## config.mk

```make
export PLATFORM = sky130hd
export DESIGN_NAME = dcache_miss_fill_ctrl_flat
export DESIGN_NICKNAME = d
export VERILOG_FILES = /design/src/rtl/dcache_pkg.sv /design/src/rtl/dcache_miss_fill_ctrl_if.sv /design/src/rtl/dcache_miss_fill_ctrl_miss_fifo.sv /design/src/rtl/dcache_miss_fill_ctrl.sv /design/src/flat_wrapper.sv
export SDC_FILE = /design/constraint.sdc
export NUM_CORES = 1
export LEC_CHECK = 0
export CORE_MARGIN = 5
export CORE_UTILIZATION = 44
export DETAILED_ROUTE_END_ITERATION = 16
export PLACE_DENSITY = 0.81
export SLEW_MARGIN = 0
export SYNTH_ARGS = -nofsm -noshare
export SYNTH_HDL_FRONTEND = slang
export SYNTH_SLANG_ARGS = --single-unit
```

## constraint.sdc

```tcl
create_clock -name clk -period 2 [get_ports clk]
set_input_delay 0.4 -clock clk [delete_from_list [all_inputs] [get_ports clk]]
set_output_delay 0.4 -clock clk [all_outputs]
set_load 0.01 [all_outputs]
```

## src/rtl/dcache_pkg.sv

```systemverilog
// Shared types and constants for the dcache miss/fill path.
package dcache_pkg;

  localparam int unsigned ADDR_W         = 15;
  localparam int unsigned LINE_BYTES     = 8;
  localparam int unsigned BEATS_PER_LINE = 2;
  localparam int unsigned DATA_W         = 32;
  localparam int unsigned IDX_HI         = 14;
  localparam int unsigned IDX_LO         = 3;
  localparam int unsigned IDX_W          = IDX_HI - IDX_LO + 1;

  typedef enum logic [1:0] {
    ST_IDLE  = 2'd0,
    ST_ISSUE = 2'd1,
    ST_BEAT  = 2'd2,
    ST_RESP  = 2'd3
  } state_t;

  typedef struct packed {
    logic [ADDR_W-1:0] addr;
    logic              cacheable;
  } miss_entry_t;

  // Line fills start on the line boundary; uncached reads on the word boundary.
  function automatic logic [ADDR_W-1:0] bus_align(input logic [ADDR_W-1:0] a, input logic c);
    return c ? {a[ADDR_W-1:IDX_LO], 3'b000} : {a[ADDR_W-1:2], 2'b00};
  endfunction

endpackage

```

## src/rtl/dcache_miss_fill_ctrl_if.sv

```systemverilog
// Miss request, memory bus, MSHR return and refill signals of the miss engine.
interface dcache_miss_fill_ctrl_if;
  import dcache_pkg::*;

  logic                  miss_vld;
  logic                  miss_rdy;
  logic [ADDR_W-1:0]     miss_addr;
  logic                  miss_cacheable;
  logic                  bus_req;
  logic                  bus_gnt;
  logic [ADDR_W-1:0]     bus_addr;
  logic                  bus_rd_vld;
  logic [DATA_W-1:0]     bus_rd_data;
  logic                  mem_vld;
  logic [ADDR_W-1:0]     mem_addr;
  logic [DATA_W-1:0]     mem_data;
  logic                  fill_vld;
  logic [IDX_W-1:0]      fill_tag_idx;
  logic [2*DATA_W-1:0]   fill_data;
  logic                  busy;

  modport slave (
    input  miss_vld, miss_addr, miss_cacheable, bus_gnt, bus_rd_vld, bus_rd_data,
    output miss_rdy, bus_req, bus_addr, mem_vld, mem_addr, mem_data,
           fill_vld, fill_tag_idx, fill_data, busy
  );

  modport master (
    output miss_vld, miss_addr, miss_cacheable, bus_gnt, bus_rd_vld, bus_rd_data,
    input  miss_rdy, bus_req, bus_addr, mem_vld, mem_addr, mem_data,
           fill_vld, fill_tag_idx, fill_data, busy
  );

endinterface

```

## src/rtl/dcache_miss_fill_ctrl_miss_fifo.sv

```systemverilog
// Register-based in-order miss queue; pointers wrap naturally since DEPTH is a power of two.
module miss_fifo #(
  parameter int unsigned DEPTH = 4,
  parameter int unsigned W     = 16
) (
  input  logic                       clk,
  input  logic                       rst,
  input  logic                       push,
  input  logic [W-1:0]               din,
  input  logic                       pop,
  output logic [W-1:0]               dout,
  output logic [$clog2(DEPTH):0]     count,
  output logic                       full,
  output logic                       empty
);
  localparam int unsigned PTR_W = $clog2(DEPTH);

  logic [W-1:0]     mem_reg [DEPTH];
  logic [PTR_W-1:0] wr_ptr_reg;
  logic [PTR_W-1:0] rd_ptr_reg;
  logic [PTR_W:0]   count_reg;
  logic             push_ok;
  logic             pop_ok;

  assign full    = (count_reg == (PTR_W+1)'(DEPTH));
  assign empty   = (count_reg == '0);
  assign count   = count_reg;
  assign push_ok = push && !full;
  assign pop_ok  = pop && !empty;
  assign dout    = mem_reg[rd_ptr_reg];

  genvar gi;
  generate
    for (gi = 0; gi < DEPTH; gi++) begin : g_entry
      always_ff @(posedge clk) begin
        if (push_ok && (wr_ptr_reg == PTR_W'(gi)))
          mem_reg[gi] <= din;
      end
    end
  endgenerate

  always_ff @(posedge clk or negedge rst) begin
    if (!rst) begin
      wr_ptr_reg <= '0;
      rd_ptr_reg <= '0;
      count_reg  <= '0;
    end else begin
      if (push_ok) wr_ptr_reg <= wr_ptr_reg + 1'b1;
      if (pop_ok)  rd_ptr_reg <= rd_ptr_reg + 1'b1;
      if (push_ok && !pop_ok)      count_reg <= count_reg + 1'b1;
      else if (pop_ok && !push_ok) count_reg <= count_reg - 1'b1;
    end
  end

endmodule

```

## src/rtl/dcache_miss_fill_ctrl.sv

```systemverilog
// Miss engine: queues dcache misses and services them one at a time on the memory bus,
// returning the requested word to the MSHR and, for cacheable misses, the line to the array.
module dcache_miss_fill_ctrl
  import dcache_pkg::*;
#(
  parameter int unsigned DEPTH  = 4,
  parameter int unsigned ADDR_W = 15
) (
  input  logic                    clk,
  input  logic                    rst,
  dcache_miss_fill_ctrl_if.slave  ifc
);
  localparam int unsigned ENTRY_W = ADDR_W + 1;

  state_t            state_reg, state_next;
  miss_entry_t       work_reg, work_next;
  logic [1:0]        cnt_reg, cnt_next;
  logic [1:0]        need_reg, need_next;
  logic [DATA_W-1:0] beat_reg  [BEATS_PER_LINE];
  logic [DATA_W-1:0] beat_next [BEATS_PER_LINE];

  logic                   fifo_pop;
  logic [ENTRY_W-1:0]     fifo_dout;
  logic [$clog2(DEPTH):0] fifo_count;
  logic                   fifo_full;
  logic                   fifo_empty;
  miss_entry_t            fifo_din;

  assign fifo_din = '{addr: ifc.miss_addr, cacheable: ifc.miss_cacheable};

  miss_fifo #(.DEPTH(DEPTH), .W(ENTRY_W)) u_fifo (
    .clk   (clk),
    .rst   (rst),
    .push  (ifc.miss_vld && !fifo_full),
    .din   (fifo_din),
    .pop   (fifo_pop),
    .dout  (fifo_dout),
    .count (fifo_count),
    .full  (fifo_full),
    .empty (fifo_empty)
  );

  always_ff @(posedge clk or negedge rst) begin
    if (!rst) begin
      state_reg <= ST_IDLE;
      work_reg  <= '0;
      cnt_reg   <= '0;
      need_reg  <= '0;
      beat_reg  <= '{default: '0};
    end else begin
      state_reg <= state_next;
      work_reg  <= work_next;
      cnt_reg   <= cnt_next;
      need_reg  <= need_next;
      beat_reg  <= beat_next;
    end
  end

  // The head stays queued while in flight; it is popped only when its response retires.
  always_comb begin
    state_next = state_reg;
    work_next  = work_reg;
    cnt_next   = cnt_reg;
    need_next  = need_reg;
    beat_next  = beat_reg;
    fifo_pop   = 1'b0;
    case (state_reg)
      ST_IDLE: begin
        if (!fifo_empty) begin
          work_next  = miss_entry_t'(fifo_dout);
          state_next = ST_ISSUE;
        end
      end
      ST_ISSUE: begin
        if (ifc.bus_gnt) begin
          need_next  = work_reg.cacheable ? 2'd2 : 2'd1;
          cnt_next   = 2'd0;
          state_next = ST_BEAT;
        end
      end
      ST_BEAT: begin
        if (ifc.bus_rd_vld) begin
          beat_next[cnt_reg[0]] = ifc.bus_rd_data;
          cnt_next              = cnt_reg + 2'd1;
          if (cnt_reg + 2'd1 == need_reg)
            state_next = ST_RESP;
        end
      end
      ST_RESP: begin
        fifo_pop   = 1'b1;
        state_next = ST_IDLE;
      end
      default: state_next = ST_IDLE;
    endcase
  end

  logic in_issue, in_resp, do_fill;
  assign in_issue = (state_reg == ST_ISSUE);
  assign in_resp  = (state_reg == ST_RESP);
  assign do_fill  = in_resp && work_reg.cacheable;

  assign ifc.miss_rdy     = !fifo_full;
  assign ifc.busy         = (state_reg != ST_IDLE) || (fifo_count != '0);
  assign ifc.bus_req      = in_issue;
  assign ifc.bus_addr     = in_issue ? bus_align(work_reg.addr, work_reg.cacheable) : '0;
  assign ifc.mem_vld      = in_resp;
  assign ifc.mem_addr     = in_resp ? work_reg.addr : '0;
  assign ifc.mem_data     = !in_resp ? '0 :
                            (work_reg.cacheable && work_reg.addr[2]) ? beat_reg[1] : beat_reg[0];
  assign ifc.fill_vld     = do_fill;
  assign ifc.fill_tag_idx = do_fill ? work_reg.addr[IDX_HI:IDX_LO] : '0;
  assign ifc.fill_data    = do_fill ? {beat_reg[1], beat_reg[0]} : '0;

endmodule

```

## src/flat_wrapper.sv

```systemverilog
// flat-port wrapper written by rule: the top's interface ports become plain ports
module dcache_miss_fill_ctrl_flat import dcache_pkg::*;
#(
  parameter int unsigned DEPTH  = 4,
  parameter int unsigned ADDR_W = 15
)
  (clk, rst, ifc_miss_vld, ifc_miss_addr, ifc_miss_cacheable, ifc_bus_gnt, ifc_bus_rd_vld, ifc_bus_rd_data, ifc_miss_rdy, ifc_bus_req, ifc_bus_addr, ifc_mem_vld, ifc_mem_addr, ifc_mem_data, ifc_fill_vld, ifc_fill_tag_idx, ifc_fill_data, ifc_busy);
  dcache_miss_fill_ctrl_if ifc_i ();
  input  logic clk;
  input  logic rst;
  input wire logic [$bits(ifc_i.miss_vld)-1:0] ifc_miss_vld;
  input wire logic [$bits(ifc_i.miss_addr)-1:0] ifc_miss_addr;
  input wire logic [$bits(ifc_i.miss_cacheable)-1:0] ifc_miss_cacheable;
  input wire logic [$bits(ifc_i.bus_gnt)-1:0] ifc_bus_gnt;
  input wire logic [$bits(ifc_i.bus_rd_vld)-1:0] ifc_bus_rd_vld;
  input wire logic [$bits(ifc_i.bus_rd_data)-1:0] ifc_bus_rd_data;
  output wire logic [$bits(ifc_i.miss_rdy)-1:0] ifc_miss_rdy;
  output wire logic [$bits(ifc_i.bus_req)-1:0] ifc_bus_req;
  output wire logic [$bits(ifc_i.bus_addr)-1:0] ifc_bus_addr;
  output wire logic [$bits(ifc_i.mem_vld)-1:0] ifc_mem_vld;
  output wire logic [$bits(ifc_i.mem_addr)-1:0] ifc_mem_addr;
  output wire logic [$bits(ifc_i.mem_data)-1:0] ifc_mem_data;
  output wire logic [$bits(ifc_i.fill_vld)-1:0] ifc_fill_vld;
  output wire logic [$bits(ifc_i.fill_tag_idx)-1:0] ifc_fill_tag_idx;
  output wire logic [$bits(ifc_i.fill_data)-1:0] ifc_fill_data;
  output wire logic [$bits(ifc_i.busy)-1:0] ifc_busy;
  assign ifc_i.miss_vld = ifc_miss_vld;
  assign ifc_i.miss_addr = ifc_miss_addr;
  assign ifc_i.miss_cacheable = ifc_miss_cacheable;
  assign ifc_i.bus_gnt = ifc_bus_gnt;
  assign ifc_i.bus_rd_vld = ifc_bus_rd_vld;
  assign ifc_i.bus_rd_data = ifc_bus_rd_data;
  assign ifc_miss_rdy = ifc_i.miss_rdy;
  assign ifc_bus_req = ifc_i.bus_req;
  assign ifc_bus_addr = ifc_i.bus_addr;
  assign ifc_mem_vld = ifc_i.mem_vld;
  assign ifc_mem_addr = ifc_i.mem_addr;
  assign ifc_mem_data = ifc_i.mem_data;
  assign ifc_fill_vld = ifc_i.fill_vld;
  assign ifc_fill_tag_idx = ifc_i.fill_tag_idx;
  assign ifc_fill_data = ifc_i.fill_data;
  assign ifc_busy = ifc_i.busy;
  dcache_miss_fill_ctrl #(.DEPTH(DEPTH), .ADDR_W(ADDR_W)) u_core (.clk(clk), .rst(rst), .ifc(ifc_i));
endmodule
```

==> results of run 1 <==
## synthesized netlist by cell type (2+ instances only)
cell                       number
sky130_fd_sc_hd__and3_1        80
sky130_fd_sc_hd__buf_4          2
sky130_fd_sc_hd__ha_1          10
sky130_fd_sc_hd__xor2_1         2
sky130_fd_sc_hd__xnor2_1        5
sky130_fd_sc_hd__mux2i_1        2
sky130_fd_sc_hd__a21boi_0      32
sky130_fd_sc_hd__buf_6          3
sky130_fd_sc_hd__edfxtp_1      64
sky130_fd_sc_hd__nor2b_1        3
sky130_fd_sc_hd__o21ai_0        3
sky130_fd_sc_hd__dfrtp_1       93
sky130_fd_sc_hd__clkbuf_1      31
sky130_fd_sc_hd__buf_2          9
sky130_fd_sc_hd__mux2_2        83
sky130_fd_sc_hd__and2_1        29
sky130_fd_sc_hd__mux4_1         8
sky130_fd_sc_hd__mux4_2         8
sky130_fd_sc_hd__nand3_1        2
sky130_fd_sc_hd__nand2b_1       2
sky130_fd_sc_hd__inv_1          5
sky130_fd_sc_hd__nor2_1         3
sky130_fd_sc_hd__nand2_1       73
## cells by family (layout without fill, tap and decap cells)
group / Yosys count / after routing / synth area share, %
AO/OA/AOI/OAI: 39 / 39 / 3.92
XOR/XNOR: 7 / 7 / 0.827
adder cells (fa/ha/maj): 11 / 11 / 1.96
buffers and inverters: 50 / 310 / 3.09
flip-flops: 157 / 157 / 57.3
multiplexers: 102 / 102 / 18.3
other: 1 / 2 / 0.0506
AND/OR/NAND/NOR: 199 / 199 / 14.5
## power breakdown
group          total [W]  internal [W]  switching (W)
Combinational     0.0105       0.00604        0.00442
Clock            0.00321       0.00183        0.00138
Sequential       0.00564       0.00462        0.00102
## routing by layer
layer / up-vias / global-route usage (%) / wire length, um
met4: 0 / 9.84 / 791
met2: 263 / 38.5 / 12100
met1: 2910 / 25.7 / 8240
li1: 2537 / - / -
met3: 50 / 5.56 / 1550
met5: - / 0 / 0
## path summary, 6_finish.rpt
check	start	endpoint	slack, ns	cells after the start
min in group clk	u_core.need_reg[0]	u_core.need_reg[0]	0.50	2
min	rst	u_core.beat_reg[5]	0.45	2
max in group asynchronous	rst	u_core.work_reg[8]	0.92	3
min reg2reg	u_core.need_reg[0]	u_core.need_reg[0]	0.50	2
max reg2reg	u_core.state_reg[1]	u_core.u_fifo.count[2]	-0.08	10
max	u_core.state_reg[1]	ifc_fill_data[17]	-0.21	6
## per-stage QoR
step	setup TNS, ns	std cells
6_report	-16.44	1047
4_1_cts	-16.98	1040
2_1_floorplan	0	567
5_1_grt	-27.14	1047
3_3_place_gp	-1.04	975
3_5_place_dp	-1.79	975
## layout make-up
| class | count | area share [%] |
|---|---|---|
| flip-flops and latches | 157 | 35.8 |
| multi-input cells | 360 | 30.3 |
| repair buffers | 273 | 26.3 |
| clock buffers | 18 | 3.80 |
| well taps | 220 | 2.32 |
| clock inverters | 14 | 1.22 |
| inverters | 5 | 0.222 |
## timing repair
item,CTS,global route
cloned,15,2
hold buffers,1,0
endpoints found under the hold margin,24,0
setup endpoints to repair,142,162
pin swaps,8,3
resized for setup,790,99
buffers inserted,18,8
## worst reg2reg max path, delay by kind of cell, from the launching register on
family / cells / cell delay, ns
xor gates and xnor gates: 2 / 0.33
DFF: 1 / 0.43
and+or+nand+nor: 2 / 0.19
buffers and inverters: 3 / 0.36
adders and majority gates: 3 / 0.69
==> results.ini, run 1 <==
[outcome]
outcome=finished with violations
violations=negative setup slack

[global_route]
antenna_found_initial=0
vias_in_the_first_global_route=6012
first_pass_grt_wire_length_mm=33.7
grt_start_max_net_pins=47
grt.total_usage_pct=22.1
global_route.overflow_total=0

[critical_path]
cp_launch_type=flop
critical_path.cell_chain=ha_4 -> buf_12 -> buf_8 -> buf_16 -> and3_1 -> buf_2
critical_path.n_buffers_inverters=4
worst_path_largest_cell_delay_ns=0.43
critical_path.top_delay_family=buffers and inverters
crit_path_end_kind=output port
cp.required_ns=1.60
worst-path-max-fanout=12
worst_path_max_delay_cell=sky130_fd_sc_hd__dfrtp_1
worst-setup-path-type=flop to output port
worst-endpoint-arrival_ns=1.81

[yosys]
yosysSeqAreaShare_pct=57.3
edff_count_synth=64
mapped_avg_cell_area_um2=13.1
synth_top_area_share_pct=31.4
netlist_instances=566
dominantRegCellSynth=sky130_fd_sc_hd__dfrtp_1
synth_seq_cells=157
synth_top_area_cell=sky130_fd_sc_hd__dfrtp_1
netlist_top_cells_area=sky130_fd_sc_hd__dfrtp_1 (31%), sky130_fd_sc_hd__edfxtp_1 (26%), sky130_fd_sc_hd__mux2_2 (13%)
asyncSetResetFlopFracSynth_pct=59.2
yosys_warnings=0
syn-cell-area_mm2=0.00741
ys_types=37

[power]
post-layout-total-power_w=0.0193
max_rail_drop_vdd_uv=970
power_per_standard_cell_area_mw_per_mm2=1630
p_leak_nw=5.05

[layout]
layout-drive-gt1-share_pct=58.9
finish.instance_area_mm2=0.0119
fillers=1014
area_delta_synth_final_pct=60.0
layout.cells.most_common_list=sky130_fd_sc_hd__buf_6 (111), sky130_fd_sc_hd__dfrtp_1 (92), sky130_fd_sc_hd__mux2_2 (83), sky130_fd_sc_hd__and3_4 (72), sky130_fd_sc_hd__nand2_1 (71)
multiInputGateArea_mm2=0.00360
antenna_cells_inserted=0
final_core_utilization_pct=71.5
seq_area_mm2=0.00425
layout_commonest_cell=sky130_fd_sc_hd__buf_6
final_nets=878

[routing]
drtPass1Iterations=5
drt-total-wl_mm=22.7
vias=5760
drcViolationCount=0
routed_via_density=5.50
count_of_antenna_violating_nets_left_after_detailed_routing=0
routed_wire_length_per_instance_um=21.7
first_iter_violations=278

[timing]
max_freq_mhz=453
rsz0062_at_grt=yes
final.setup.worst_slack_ns=-0.206
clock_skew_ns=0.00767
final_slew_viol_count=0
holdWs_ns=0.453
report.final.hold_viol_count=0
fin_crit_sh_pct=110
final_setup_viols=141
time_the_final_worst_path_needs_with_i_o_delays_and_setup_ns=2.21

[clock_network]
ctsHtreeMaxLevel=4
cts_buffers=17
tritoncts=yes
cts_max_path_buffers=2
cts.clk_slew.worst_paths_ns=0.06
clk_latency_ns=0.42
clock_tree.root_cell=sky130_fd_sc_hd__clkbuf_16
tritoncts_num_sinks=157

[placed_design]
place_congestion=0.841
io_buffer_count=193
hpwl_reported_at_the_end_of_detailed_placement_mm=13.6
post-place-ws_ns=-0.192
placedInstanceArea_mm2=0.00995

[floorplanning]
die_w_um=140
dieArea_mm2=0.0195
die_height_um=140
start_util_pct=44.7
core_mm2=0.0166
fp-row-count=47
io_pins=196

[hold_path]
hp-class=primary input to asynchronous set/reset pin

[flow_run]
maxCapViolCount=0

Note: power is estimated with default switching activity, not from simulation.
==> run 2, diff against run 1 <==
--- a/config.mk
+++ b/config.mk
@@ -5,8 +5,10 @@
 export SDC_FILE = /design/constraint.sdc
 export NUM_CORES = 1
 export LEC_CHECK = 0
+export CELL_PAD_IN_SITES_DETAIL_PLACEMENT = 0
+export CELL_PAD_IN_SITES_GLOBAL_PLACEMENT = 1
 export CORE_MARGIN = 5
-export CORE_UTILIZATION = 44
+export CORE_UTILIZATION = 35
 export DETAILED_ROUTE_END_ITERATION = 16
 export PLACE_DENSITY = 0.81
 export SLEW_MARGIN = 0
==> run 2 against run 1 <==
  * The run still ends with negative setup slack left
  * Global-route usage down 4.2 points
  * Routed wire length down 4.8%
  * Sequential power down 0.7%
  * Register-to-register slack better by 0.02 ns
  * Core utilization down 19 points
  * Clock power down 6.2%
  * Clock-buffer cell count unchanged
  * Via count down 5.1%
  * Sequential cell count unchanged
  * Die area up 24%
==> results.ini, run 2 (synthesized netlist as in run 1, its figures left out) <==
[outcome]
outcome=finished with violations
violations=negative setup slack

[placed_design]
hpwl_reported_at_the_end_of_detailed_placement_mm=14.0  ; +2.5%
post-place-ws_ns=-0.174  ; +0.0182 ns
place_congestion=0.837  ; -0.52%
io_buffer_count=193  ; unchanged

[critical_path]
startpoint=u_core.state_reg[1]
worst-endpoint-arrival_ns=1.78  ; -0.03 ns
r2r_path_end=u_core.u_fifo.count[2]
reg_to_reg_start=u_core.state_reg[1]
worst-path-max-fanout=6  ; -6
cp.required_ns=1.60  ; about the same
cp_launch_type=flop
worst-setup-path-type=flop to output port
rrSetupSlack_ns=-0.06  ; +0.02 ns
crit_path_end_kind=output port
reg2regPathDepth=10  ; unchanged

[layout]
layout_commonest_cell=sky130_fd_sc_hd__dfrtp_1
antenna_cells_inserted=0  ; unchanged
final_nets=862  ; -1.8%
fillers=1720  ; +70%
multiInputGateArea_mm2=0.00338  ; -6.0%
layout.cells.most_common_list=sky130_fd_sc_hd__dfrtp_1 (91), sky130_fd_sc_hd__mux2_2 (83), sky130_fd_sc_hd__buf_2 (83), sky130_fd_sc_hd__nand2_1 (72), sky130_fd_sc_hd__edfxtp_1 (64)
seq_area_mm2=0.00425  ; about the same
layout-drive-gt1-share_pct=52.2  ; -6.7 points
area_delta_synth_final_pct=49.3

[routing]
routed_via_density=5.03  ; -8.5%
routed_wire_length_per_instance_um=19.9  ; -8.3%
drt-total-wl_mm=21.6  ; -4.8%
drcViolationCount=0  ; unchanged
first_iter_violations=198  ; -29%
count_of_antenna_violating_nets_left_after_detailed_routing=0  ; unchanged
drtPass1Iterations=4  ; -1
vias=5464  ; -5.1%

[timing]
final_slew_viol_count=0  ; unchanged
final_setup_viols=120  ; -15%
report.final.hold_viol_count=0  ; unchanged
final.setup.worst_slack_ns=-0.184  ; +0.0213 ns
max_freq_mhz=458  ; +0.97%
time_the_final_worst_path_needs_with_i_o_delays_and_setup_ns=2.18  ; -0.0213 ns
rsz0062_at_grt=yes
fin_crit_sh_pct=109  ; -1.1 points
clock_skew_ns=0.00887  ; +0.00121 ns

[hold_path]
endpoint_of_the_worst_hold_path=u_core.need_reg[0]
holdPathStages=2
hp-class=flop to flop
hp-start=u_core.need_reg[0]

[floorplanning]
start_util_pct=35.4  ; -9.3 points
core_mm2=0.0210  ; +26%
die_w_um=156  ; +11%
io_pins=196  ; unchanged
die_height_um=156  ; +11%
dieArea_mm2=0.0242  ; +24%
fp-row-count=53  ; +13%

[flow_run]
maxCapViolCount=0  ; unchanged

[power]
power_per_standard_cell_area_mw_per_mm2=1580  ; -2.8%
switching_share_pct=36.0  ; +0.69 points
p_leak_nw=4.87  ; -3.6%
share_clk_of_total_power_pct=17.2  ; +0.6 points
power_report.internal_total_w=0.0112  ; -10%
reported_net_switching_power_w=0.00631  ; -7.6%
comb_power_share_pct=50.9  ; -3.2 points
post-layout-total-power_w=0.0175  ; -9.3%
max_rail_drop_vdd_uv=642  ; -34%
seq_power_share_pct=32.0  ; +2.8 points

[global_route]
vias_in_the_first_global_route=5791  ; -3.7%
global_route.overflow_total=0  ; unchanged
antenna_found_initial=0  ; unchanged
first_pass_grt_wire_length_mm=33.3  ; -0.98%
grt.total_usage_pct=17.9  ; -4.2 points
grt_start_max_net_pins=65  ; +38%

[clock_network]
cts_max_path_buffers=2  ; unchanged
cts_buffers=17  ; unchanged
clk_latency_ns=0.42  ; about the same
cts.clk_slew.worst_paths_ns=0.07  ; about the same
ctsHtreeMaxLevel=4  ; unchanged
clock_tree.root_cell=sky130_fd_sc_hd__clkbuf_16
tritoncts_num_sinks=157  ; unchanged
tritoncts=yes

==> run 2: per-stage QoR <==
stage               hold slack (ns)  util [%]  instances  setup TNS (ns)  instance area, um2
CTS                           0.505      51.8       1085          -15.28               10800
global route                  0.532      52.8       1086          -18.03               11100
finish                        0.497      52.8       1086          -11.00               11100
floorplan                     0.104         -        567               0                7460
detailed placement            0.388      47.7       1031           -2.46               10000
global placement              0.379      47.7       1031          -0.973               10000
==> run 2: worst max-delay path by stage <==
stage,cells after the start,to
after floorplan,10,u_core.u_fifo.count[2]
after global placement,8,u_core.u_fifo.count[2]
after detailed placement,8,u_core.u_fifo.count[2]
after CTS,6,ifc_mem_data[25]
after global routing,6,ifc_mem_data[9]
final,6,ifc_mem_data[9]
==> run 2: repair_timing <==
action	4_1_cts	5_1_grt
buffers inserted	13	3
hold endpoints to repair	29	0
cloned	10	1
endpoints found under the setup margin	143	144
gates resized for setup	724	50
hold buffers	1	0
pin swaps	14	3
==> run 2: power by group through the flow <==
stage / registers (W) / logic, W / clock network [W]
detailed placement: 0.00556 / 0.00752 / 0
finish: 0.00560 / 0.00891 / 0.00301
CTS: 0.00554 / 0.00869 / 0.00308
global placement: 0.00547 / 0.00730 / 0
floorplan: 0.00518 / 0.00429 / 0
global route: 0.00572 / 0.00960 / 0.00324
==> run 2: cell type report <==
| class | instances | area share (%) |
|---|---|---|
| clock buffer | 18 | 3.88 |
| clock inverter | 14 | 1.11 |
| inverter | 5 | 0.170 |
| multi-input combinational | 360 | 30.6 |
| sequential | 157 | 38.4 |
| tap | 275 | 3.11 |
| timing repair buffer | 257 | 22.7 |
==> run 2: worst max-delay path, stage by stage (launching register included) <==
cell,delay [ns]
sky130_fd_sc_hd__dfrtp_2,0.44
sky130_fd_sc_hd__ha_4,0.19
sky130_fd_sc_hd__buf_12,0.14
sky130_fd_sc_hd__buf_12,0.14
sky130_fd_sc_hd__clkbuf_16,0.15
sky130_fd_sc_hd__a21boi_2,0.15
sky130_fd_sc_hd__buf_2,0.14
==> run 2: per-layer routing <==
metal | track usage, % | up-vias | part of all wire (%)
met5 | 0 | - | 0
met3 | 4.87 | 19 | 6.8
met1 | 22.5 | 2767 | 41
li1 | - | 2490 | -
met2 | 30.8 | 188 | 51
met4 | 4.46 | 0 | 1.0
